### src/rtl/scorer_pkg.sv
`default_nettype none
// ============================================================================
//  Module      : scorer_pkg
//  Description : Shared types and constants for the match scorer: controller
//                state encoding, winner codes, the active-low 7-segment digit
//                table and the status glyphs (dash, "L", "r").
//                Segment bit order is {g,f,e,d,c,b,a}; a 0 lights a segment.
//  Revision    : 1.0  initial release
// ============================================================================
package scorer_pkg;

    // Controller states: playing, showing a round winner, showing a match winner
    typedef enum logic [1:0] {
        ST_PLAY       = 2'd0,
        ST_ROUND_END  = 2'd1,
        ST_MATCH_DONE = 2'd2
    } state_t;

    // Winner codes as presented on the winner output (11 is never produced)
    localparam logic [1:0] c_winner_none  = 2'b00;
    localparam logic [1:0] c_winner_left  = 2'b01;
    localparam logic [1:0] c_winner_right = 2'b10;

    // Status glyphs, active-low {g,f,e,d,c,b,a}
    localparam logic [6:0] c_glyph_dash  = 7'b0111111;  // segment g only
    localparam logic [6:0] c_glyph_l     = 7'b1000111;  // segments d,e,f
    localparam logic [6:0] c_glyph_r     = 7'b0101111;  // segments e,g
    localparam logic [6:0] c_glyph_blank = 7'b1111111;

    // Digit-to-segment table; codes above 9 cannot occur as scores and blank
    localparam logic [6:0] c_seg_table [0:15] = '{
        7'b1000000,  // 0
        7'b1111001,  // 1
        7'b0100100,  // 2
        7'b0110000,  // 3
        7'b0011001,  // 4
        7'b0010010,  // 5
        7'b0000010,  // 6
        7'b1111000,  // 7
        7'b0000000,  // 8
        7'b0010000,  // 9
        c_glyph_blank,
        c_glyph_blank,
        c_glyph_blank,
        c_glyph_blank,
        c_glyph_blank,
        c_glyph_blank
    };

    // Table lookup wrapper so callers never index the constant array directly
    function automatic logic [6:0] seg7_lookup(input logic [3:0] digit);
        return c_seg_table[digit];
    endfunction

    // Status glyph for a winner code; anything other than left/right is a dash
    function automatic logic [6:0] status_glyph(input logic [1:0] win);
        logic [6:0] glyph;
        glyph = c_glyph_dash;
        if (win == c_winner_left) begin
            glyph = c_glyph_l;
        end else if (win == c_winner_right) begin
            glyph = c_glyph_r;
        end
        return glyph;
    endfunction

endpackage
`default_nettype wire

### src/rtl/seg7_decode.sv
`default_nettype none
// ============================================================================
//  Module      : seg7_decode
//  Description : Purely combinational 4-bit value to active-low 7-segment
//                pattern. Used once per player score.
//  Revision    : 1.0  initial release
// ============================================================================
module seg7_decode
    import scorer_pkg::*;
(
    input  logic [3:0] i_digit,
    output logic [6:0] o_seg
);

    assign o_seg = seg7_lookup(i_digit);

endmodule
`default_nettype wire

### src/rtl/match_scorer.sv
`default_nettype none
// ============================================================================
//  Module      : match_scorer
//  Description : Round / match referee for a two-player light game. Awards a
//                point when a player presses alone while the light sits at
//                their end, holds the playfield in reset for HOLD_CYCLES after
//                each round, and freezes on the match winner once a player
//                reaches WIN_ROUNDS points.
//                Build option: define MATCH_AUTO_RESTART_EN to let the match
//                result show for HOLD_CYCLES cycles and then start a fresh
//                match; otherwise the match result holds until rst.
//  Revision    : 1.0  initial release
// ============================================================================
module match_scorer
    import scorer_pkg::*;
#(
    parameter int WIN_ROUNDS  = 3,           // 1..9, fits the single digit display
    parameter int HOLD_CYCLES = 50_000_000   // >= 1
) (
    input  logic       clk,
    input  logic       rst,
    input  logic       L,
    input  logic       R,
    input  logic       L_edge,
    input  logic       R_edge,
    output logic [6:0] hex_l,
    output logic [6:0] hex_r,
    output logic [6:0] hex_stat,
    output logic       play_rst,
    output logic       match_over,
    output logic [1:0] winner
);

    // Hold counter only has to represent HOLD_CYCLES-1 down to 0
    localparam int               c_hold_w    = (HOLD_CYCLES > 1) ? $clog2(HOLD_CYCLES) : 1;
    localparam logic [c_hold_w-1:0] c_hold_load = c_hold_w'(HOLD_CYCLES - 1);
    localparam logic [c_hold_w-1:0] c_hold_one  = c_hold_w'(1);
    localparam logic [3:0]       c_win_score = 4'(WIN_ROUNDS);

    state_t              state_q,   state_d;
    logic [3:0]          score_l_q, score_l_d;
    logic [3:0]          score_r_q, score_r_d;
    logic [c_hold_w-1:0] hold_q,    hold_d;
    logic [1:0]          winner_q,  winner_d;

    logic                w_point_l;
    logic                w_point_r;
    logic [3:0]          w_score_l_inc;
    logic [3:0]          w_score_r_inc;

    // A press only counts when the light is at the presser's end and the
    // opponent is not pressing at the same time; pressing together is a wash.
    assign w_point_l     = L_edge & L & ~R;
    assign w_point_r     = R_edge & R & ~L;
    assign w_score_l_inc = score_l_q + 4'd1;
    assign w_score_r_inc = score_r_q + 4'd1;

    // State, score, hold and winner registers with synchronous reset taking priority
    always_ff @(posedge clk) begin
        if (rst) begin
            state_q   <= ST_PLAY;
            score_l_q <= 4'd0;
            score_r_q <= 4'd0;
            hold_q    <= '0;
            winner_q  <= c_winner_none;
        end else begin
            state_q   <= state_d;
            score_l_q <= score_l_d;
            score_r_q <= score_r_d;
            hold_q    <= hold_d;
            winner_q  <= winner_d;
        end
    end

    // Next-state logic: score in PLAY, count the hold down in the end states
    always_comb begin
        state_d   = state_q;
        score_l_d = score_l_q;
        score_r_d = score_r_q;
        hold_d    = hold_q;
        winner_d  = winner_q;

        case (state_q)
            ST_PLAY: begin
                winner_d = c_winner_none;
                if (w_point_l) begin
                    score_l_d = w_score_l_inc;
                    winner_d  = c_winner_left;
                    hold_d    = c_hold_load;
                    state_d   = (w_score_l_inc == c_win_score) ? ST_MATCH_DONE
                                                               : ST_ROUND_END;
                end else if (w_point_r) begin
                    score_r_d = w_score_r_inc;
                    winner_d  = c_winner_right;
                    hold_d    = c_hold_load;
                    state_d   = (w_score_r_inc == c_win_score) ? ST_MATCH_DONE
                                                               : ST_ROUND_END;
                end
            end

            // Keys and edge lights are deliberately not looked at here
            ST_ROUND_END: begin
                if (hold_q == '0) begin
                    state_d  = ST_PLAY;
                    winner_d = c_winner_none;
                end else begin
                    hold_d = hold_q - c_hold_one;
                end
            end

            ST_MATCH_DONE: begin
`ifdef MATCH_AUTO_RESTART_EN
                // Show the match result for the same hold time, then start over
                if (hold_q == '0) begin
                    state_d   = ST_PLAY;
                    winner_d  = c_winner_none;
                    score_l_d = 4'd0;
                    score_r_d = 4'd0;
                end else begin
                    hold_d = hold_q - c_hold_one;
                end
`else
                // Match result stays on display until rst
                state_d = ST_MATCH_DONE;
`endif
            end

            default: begin
                state_d  = ST_PLAY;
                winner_d = c_winner_none;
            end
        endcase
    end

    // Status glyph decoded from the registered winner
    always_comb begin
        hex_stat = status_glyph(winner_q);
    end

    assign play_rst   = (state_q != ST_PLAY);
    assign match_over = (state_q == ST_MATCH_DONE);
    assign winner     = winner_q;

    seg7_decode u_seg_l (
        .i_digit (score_l_q),
        .o_seg   (hex_l)
    );

    seg7_decode u_seg_r (
        .i_digit (score_r_q),
        .o_seg   (hex_r)
    );

endmodule
`default_nettype wire

### config.mk
export PLATFORM = sky130hd
export DESIGN_NAME = match_scorer
export DESIGN_NICKNAME = d
export VERILOG_FILES = /design/src/rtl/scorer_pkg.sv /design/src/rtl/seg7_decode.sv /design/src/rtl/match_scorer.sv
export SDC_FILE = /design/constraint.sdc
export NUM_CORES = 1
export LEC_CHECK = 0
export CORE_UTILIZATION = 59
export CTS_CLUSTER_SIZE = 8
export DETAILED_ROUTE_END_ITERATION = 10
export PLACE_DENSITY = 0.81
export SKIP_LAST_GASP = 1
export SYNTH_ARGS = -nofsm -noshare
export SYNTH_HDL_FRONTEND = slang
export SYNTH_SLANG_ARGS = --single-unit
### constraint.sdc
create_clock -name clk -period 4.2 [get_ports clk]
set_input_delay 0.63 -clock clk [delete_from_list [all_inputs] [get_ports clk]]
set_output_delay 0.63 -clock clk [all_outputs]
set_load 0.03 [all_outputs]
==> reports/qor.yml, run 1 <==
status: "completed"
fmax_mhz: 353
path_delay_family: "buffers and inverters"
insertion_delay_ns: 0.29
chipHeight_um: 64.8
p_int_mw: 0.607
synth_top_family_by_area: "simple AND/OR/NAND/NOR gates"
muxShareOfSynthArea: 0
pwr-share-seq: 0.464
switching_share: 0.325
cts_sinks: 38
power.switching_mw: 0.293
antenna_found_initial: 0
cp_data_arrival_time_ns: 2.20
ctsHtreeMaxLevel: 2
slew_headroom: 0.490
ios: 31
drcViolationCount: 0
worst_setup_path_start_kind: "flop"
diodes: 0
synth-xor-area-share: 0.0716
final_cell_mix: "dfxtp_1 (38), nor2_1 (32), clkdlybuf4s50_1 (27)"
clock-root-buffer: "clkbuf_8"
dp_hpwl_um: 3460
cts_tree: "yes"
ff2ff_path_depth: 7
fin_nets: 336
irDropWorstVdd_mv: 0.275
firstDrtPassIters: 4
final_common_cell: "dfxtp_1"
yosysWarnings: 0
max_stage_delay_ns: 0.61
hold_viol: 0
required_ns: 3.57
die_w_um: 64.8
start_util: 0.625
min_period_ns: 2.83
holdPathStages: 2
wl_per_cell_um: 12.9
critPathKind: "reg -> out"
postSynth.asyncResetShare: 0
design_area_um2: 2680
cts-resized-gates: 0
via_per_inst: 5.90
grt_pass1_vias: 1863
clock_path_buffers: 2
syn_inst: 296
worstMarginPinSlew_ns: 0.759
numPortBuffers: 27
drive_above_1_share: 0.0568
drt_first_iter_violations: 173
setup_ws_ns: 1.37
maxCapViolations: 0
hold_class: "reg -> reg"
track_usage: 0.244
synth_edf_count: 0
fillCellCount: 309
grt_first_pass_wirelength_um: 8160
yosys_register_bits: 38
synth.cell_area_um2: 2320
gp_congestion: 0.822
fin_crit_sh: 0.674
core_um2: 3720
grt_start_max_net_pins: 18
hold_buffers: 0
synthAdderAreaFrac: 0.0646
setup_viol: 0
cts_buffers: 5
p_per_area_nw_per_um2: 336
grt-ovfl-total: 0
crit_buf_inv: 2
cp-end-kind: "primary output"
worst_path_max_delay_cell: "clkdlybuf4s50_1"
synth_flop_cell: "dfxtp_1"
drv_slew: 0
p_total_mw: 0.900
multi_input_area_um2: 1440
vias: 2153
ff_latch_area_um2: 761
clock_skew_ns: 0.00500
leakagePower_nw: 0.957
fp-row-count: 22
routed_wl_um: 4720
drtAntennaViolNets: 0
clk_pin_slew_ns: 0.07
cts_setup_buffers: 0
post-place-ws_ns: 1.70
combinationalPowerShare: 0.262
yosys.area_share.simple: 0.297
worst-path-stages: 6
path_cells: "inv_1 -> ha_1 -> or2_2 -> a21oi_1 -> a31oi_1 -> clkdlybuf4s50_1"
synth_compound_gate_area_share: 0.183
die-area_um2: 4190
dpl_cell_area_um2: 2600
final.setup.tns_ns: 0
area_growth_pct: 15.3
yosys.cell_types.count: 42
yosysSeqAreaShare: 0.327
pwr-share-clk: 0.274
rsz0062_at_grt: "no"
cp_max_fo: 7
syn_area_per_cell_um2: 7.85
synthesized netlist by cell type, drive strengths merged, types with 6 or more instances:
master	count	area [um2]
dfxtp	38	761
nor2	32	120
a21oi	25	125
o21ai	23	115
nand2	22	82.6
inv	13	48.8
xnor2	13	114
ha	12	150
nor3	11	66.3
clkbuf	10	37.5
a31oi	9	56.3
or4	9	71.3
or3	8	50.1
nor4	7	43.8
buf	6	41.3
nand3	6	30.0
o31ai	6	45.0
xor2	6	52.6
final cells by class:
cell class                 instances  area share
sequential                        38       0.284
timing repair buffer              29       0.106
inverter                          13      0.0182
multi-input combinational        231       0.538
tap                               48      0.0224
clock buffer                       6      0.0308
power by group through the flow:
stage | clock (mW) | combinational, mW | sequential, mW
finish | 0.246 | 0.236 | 0.418
global route | 0.264 | 0.262 | 0.423
CTS | 0.251 | 0.235 | 0.417
detailed placement | 0 | 0.233 | 0.425
global placement | 0 | 0.229 | 0.424
floorplan | 0 | 0.183 | 0.419
final timing paths:
| check | from | to | slack [ns] |
|---|---|---|---|
| setup / recovery | score_r_q[1] | hex_r[3] | 1.37 |
| hold / removal | hold_q[7] | hold_q[7] | 0.50 |
| setup reg to reg | hold_q[0] | hold_q[11] | 1.84 |
| hold reg to reg | hold_q[7] | hold_q[7] | 0.50 |
per-layer routing:
metal  GRT usage  routed length, um
met1       0.343               2370
met5           0                  0
met4      0.0917                 37
met2       0.370               2100
met3      0.0423                206
worst register-to-register path, delay by kind of cell, from the launching register on:
kind,cells,cell delay [ns]
AND/OR/NAND/NOR,2,0.73
flip-flops,1,0.35
buffers and inverters,1,0.07
AO/OA/AOI/OAI,3,0.95
adder cells (fa/ha/maj),1,0.19
sequential cells by signal, summed over array words and instances (netlist names):
signal     flops
hold_q        26
score_l_q      4
score_r_q      4
state_q        2
winner         2
logic make-up after synthesis:
family	count (synthesis)
compound gates	73
fa+ha+maj	12
other cells	1
flops	38
xor+xnor	19
buf+inv	29
simple gates	124
metrics by stage:
step / std cells / hold WS [ns] / utilization
3_3_place_gp: 359 / 0.482 / 0.699
2_1_floorplan: 298 / 0.464 / -
5_1_grt: 365 / 0.523 / 0.721
4_1_cts: 365 / 0.501 / 0.721
3_5_place_dp: 359 / 0.490 / 0.699
6_report: 365 / 0.496 / 0.721
Note: power is estimated with default switching activity, not from simulation.
==> inputs of run 2 (changes only) <==
CORE_UTILIZATION = 55   (was 59)
PLACE_DENSITY = 0.76   (was 0.81)
clock period = 2.78 ns   (was 4.2 ns; I/O delays follow)
==> run 2 against run 1 <==
Highest routed layer unchanged; die area increased by 7.0%; critical path type unchanged; setup slack got worse by 1.2 ns; non-clock buffer count increased by 1; via count decreased by 2.0%; routed wire length increased by 2.4%.
==> reports/qor.yml, run 2 (synthesis results as in run 1) <==
insertion_delay_ns: 0.29
vias: 2109
clock_skew_ns: 0.00838
cts_buffers: 5
power.switching_mw: 0.454
track_usage: 0.238
clock-root-buffer: "clkbuf_8"
final_cell_mix: "dfxtp_1 (38), nor2_1 (32), clkdlybuf4s50_1 (27)"
ff2ff_path_depth: 7
path_cells: "inv_1 -> ha_1 -> or2_2 -> a21oi_1 -> a31oi_1 -> clkdlybuf4s50_1"
final.setup.tns_ns: 0
setup_viol: 0
cts_sinks: 38
chipHeight_um: 67.0
antenna_found_initial: 0
ctsHtreeMaxLevel: 2
cts_tree: "yes"
clock_path_buffers: 2
core_um2: 4030
rsz0062_at_grt: "no"
routed_wl_um: 4830
critPathKind: "reg -> out"
fmax_mhz: 387
clk_pin_slew_ns: 0.07
fp-row-count: 23
final_common_cell: "dfxtp_1"
worst_path_max_delay_cell: "clkdlybuf4s50_1"
worstMarginPinSlew_ns: 0.704
wl_per_cell_um: 13.1
cp_data_arrival_time_ns: 2.17
cp-end-kind: "primary output"
pwr-share-clk: 0.268
irDropWorstVdd_mv: 0.233
dp_hpwl_um: 3490
start_util: 0.577
regMostFlops: "hold_q"
max_stage_delay_ns: 0.61
diodes: 0
top_regs: "hold_q (26), score_l_q (4), score_r_q (4)"
drcViolationCount: 0
p_total_mw: 1.35
gp_congestion: 0.870
post-route-util: 0.667
grt-ovfl-total: 0
combinationalPowerShare: 0.265
p_int_mw: 0.898
dpl_cell_area_um2: 2610
switching_share: 0.336
drv_slew: 0
cts_setup_buffers: 0
holdPathStages: 2
fin_crit_sh: 0.930
p_per_area_nw_per_um2: 503
die_w_um: 67.0
fin_nets: 337
worstHoldStart: "winner[1]"
ios: 31
leakagePower_nw: 0.962
maxCapViolations: 0
grt_pass1_vias: 1802
required_ns: 2.36
drtAntennaViolNets: 0
grt_start_max_net_pins: 31
hold_viol: 0
startpoint: "score_r_q[1]"
area_growth_pct: 15.6
drive_above_1_share: 0.0627
worst_setup_path_start_kind: "flop"
cts-resized-gates: 0
r2r-start: "hold_q[0]"
status: "completed"
grt_first_pass_wirelength_um: 8120
via_per_inst: 5.72
cp_max_fo: 7
slew_headroom: 0.526
numPortBuffers: 27
die-area_um2: 4490
drt_first_iter_violations: 106
largest_reg_flops: 26
hold_class: "reg -> reg"
firstDrtPassIters: 4
pwr-share-seq: 0.468
min_period_ns: 2.59
hold_buffers: 0
design_area_um2: 2690
==> run 2: cell types whose count changed in the layout (fill, tap and decap cells not counted) <==
cell and delta:
clkinv_2 +2, buf_4 +1, clkbuf_8 -1
==> run 2: routing by layer <==
metal  vias up  GRT usage  share of wire
li1       1095          -              -
met1       973      0.317           0.51
met2        35      0.360           0.44
met3         6     0.0531          0.036
met4         0      0.109          0.016
met5         -          0              0
==> run 2: final cells by class <==
cell class              count  area [um2]
multi-input cells         231        1440
fillers                   368        1340
flip-flops and latches     38         761
repair buffers             30         293
clock buffers               5        68.8
well taps                  50        62.6
inverters                  13        48.8
clock inverters             2        10.0
==> run 2: critical path: cells and delay by family, from the launching register on <==
family / cells / cell delay, ns
and+or+nand+nor: 1 / 0.27
buffers and inverters: 2 / 0.75
adders and majority gates: 1 / 0.19
AOI/OAI and AO/OA: 2 / 0.25
DFF: 1 / 0.43
==> run 2: power by group through the flow <==
| stage | sequential, mW | clock (mW) | combinational (mW) |
|---|---|---|---|
| 6_report | 0.632 | 0.362 | 0.358 |
| 2_1_floorplan | 0.633 | 0 | 0.277 |
| 3_3_place_gp | 0.641 | 0 | 0.351 |
| 3_5_place_dp | 0.644 | 0 | 0.355 |
| 5_1_grt | 0.639 | 0.391 | 0.402 |
| 4_1_cts | 0.631 | 0.370 | 0.357 |
==> run 2: final timing paths <==
path / endpoint / slack (ns)
hold / removal: winner[1] / 0.49
setup / recovery: hex_r[3] / 0.19
setup reg to reg: hold_q[11] / 0.42
hold reg to reg: winner[1] / 0.49
==> run 2: through the flow <==
| stage | worst slack, ns | instances | hold WS [ns] |
|---|---|---|---|
| 2_1_floorplan | 0.860 | 298 | 0.464 |
| 3_3_place_gp | 0.545 | 362 | 0.485 |
| 3_5_place_dp | 0.502 | 362 | 0.486 |
| 4_1_cts | 0.177 | 369 | 0.496 |
| 5_1_grt | 0.0380 | 369 | 0.522 |
| 6_report | 0.194 | 369 | 0.493 |
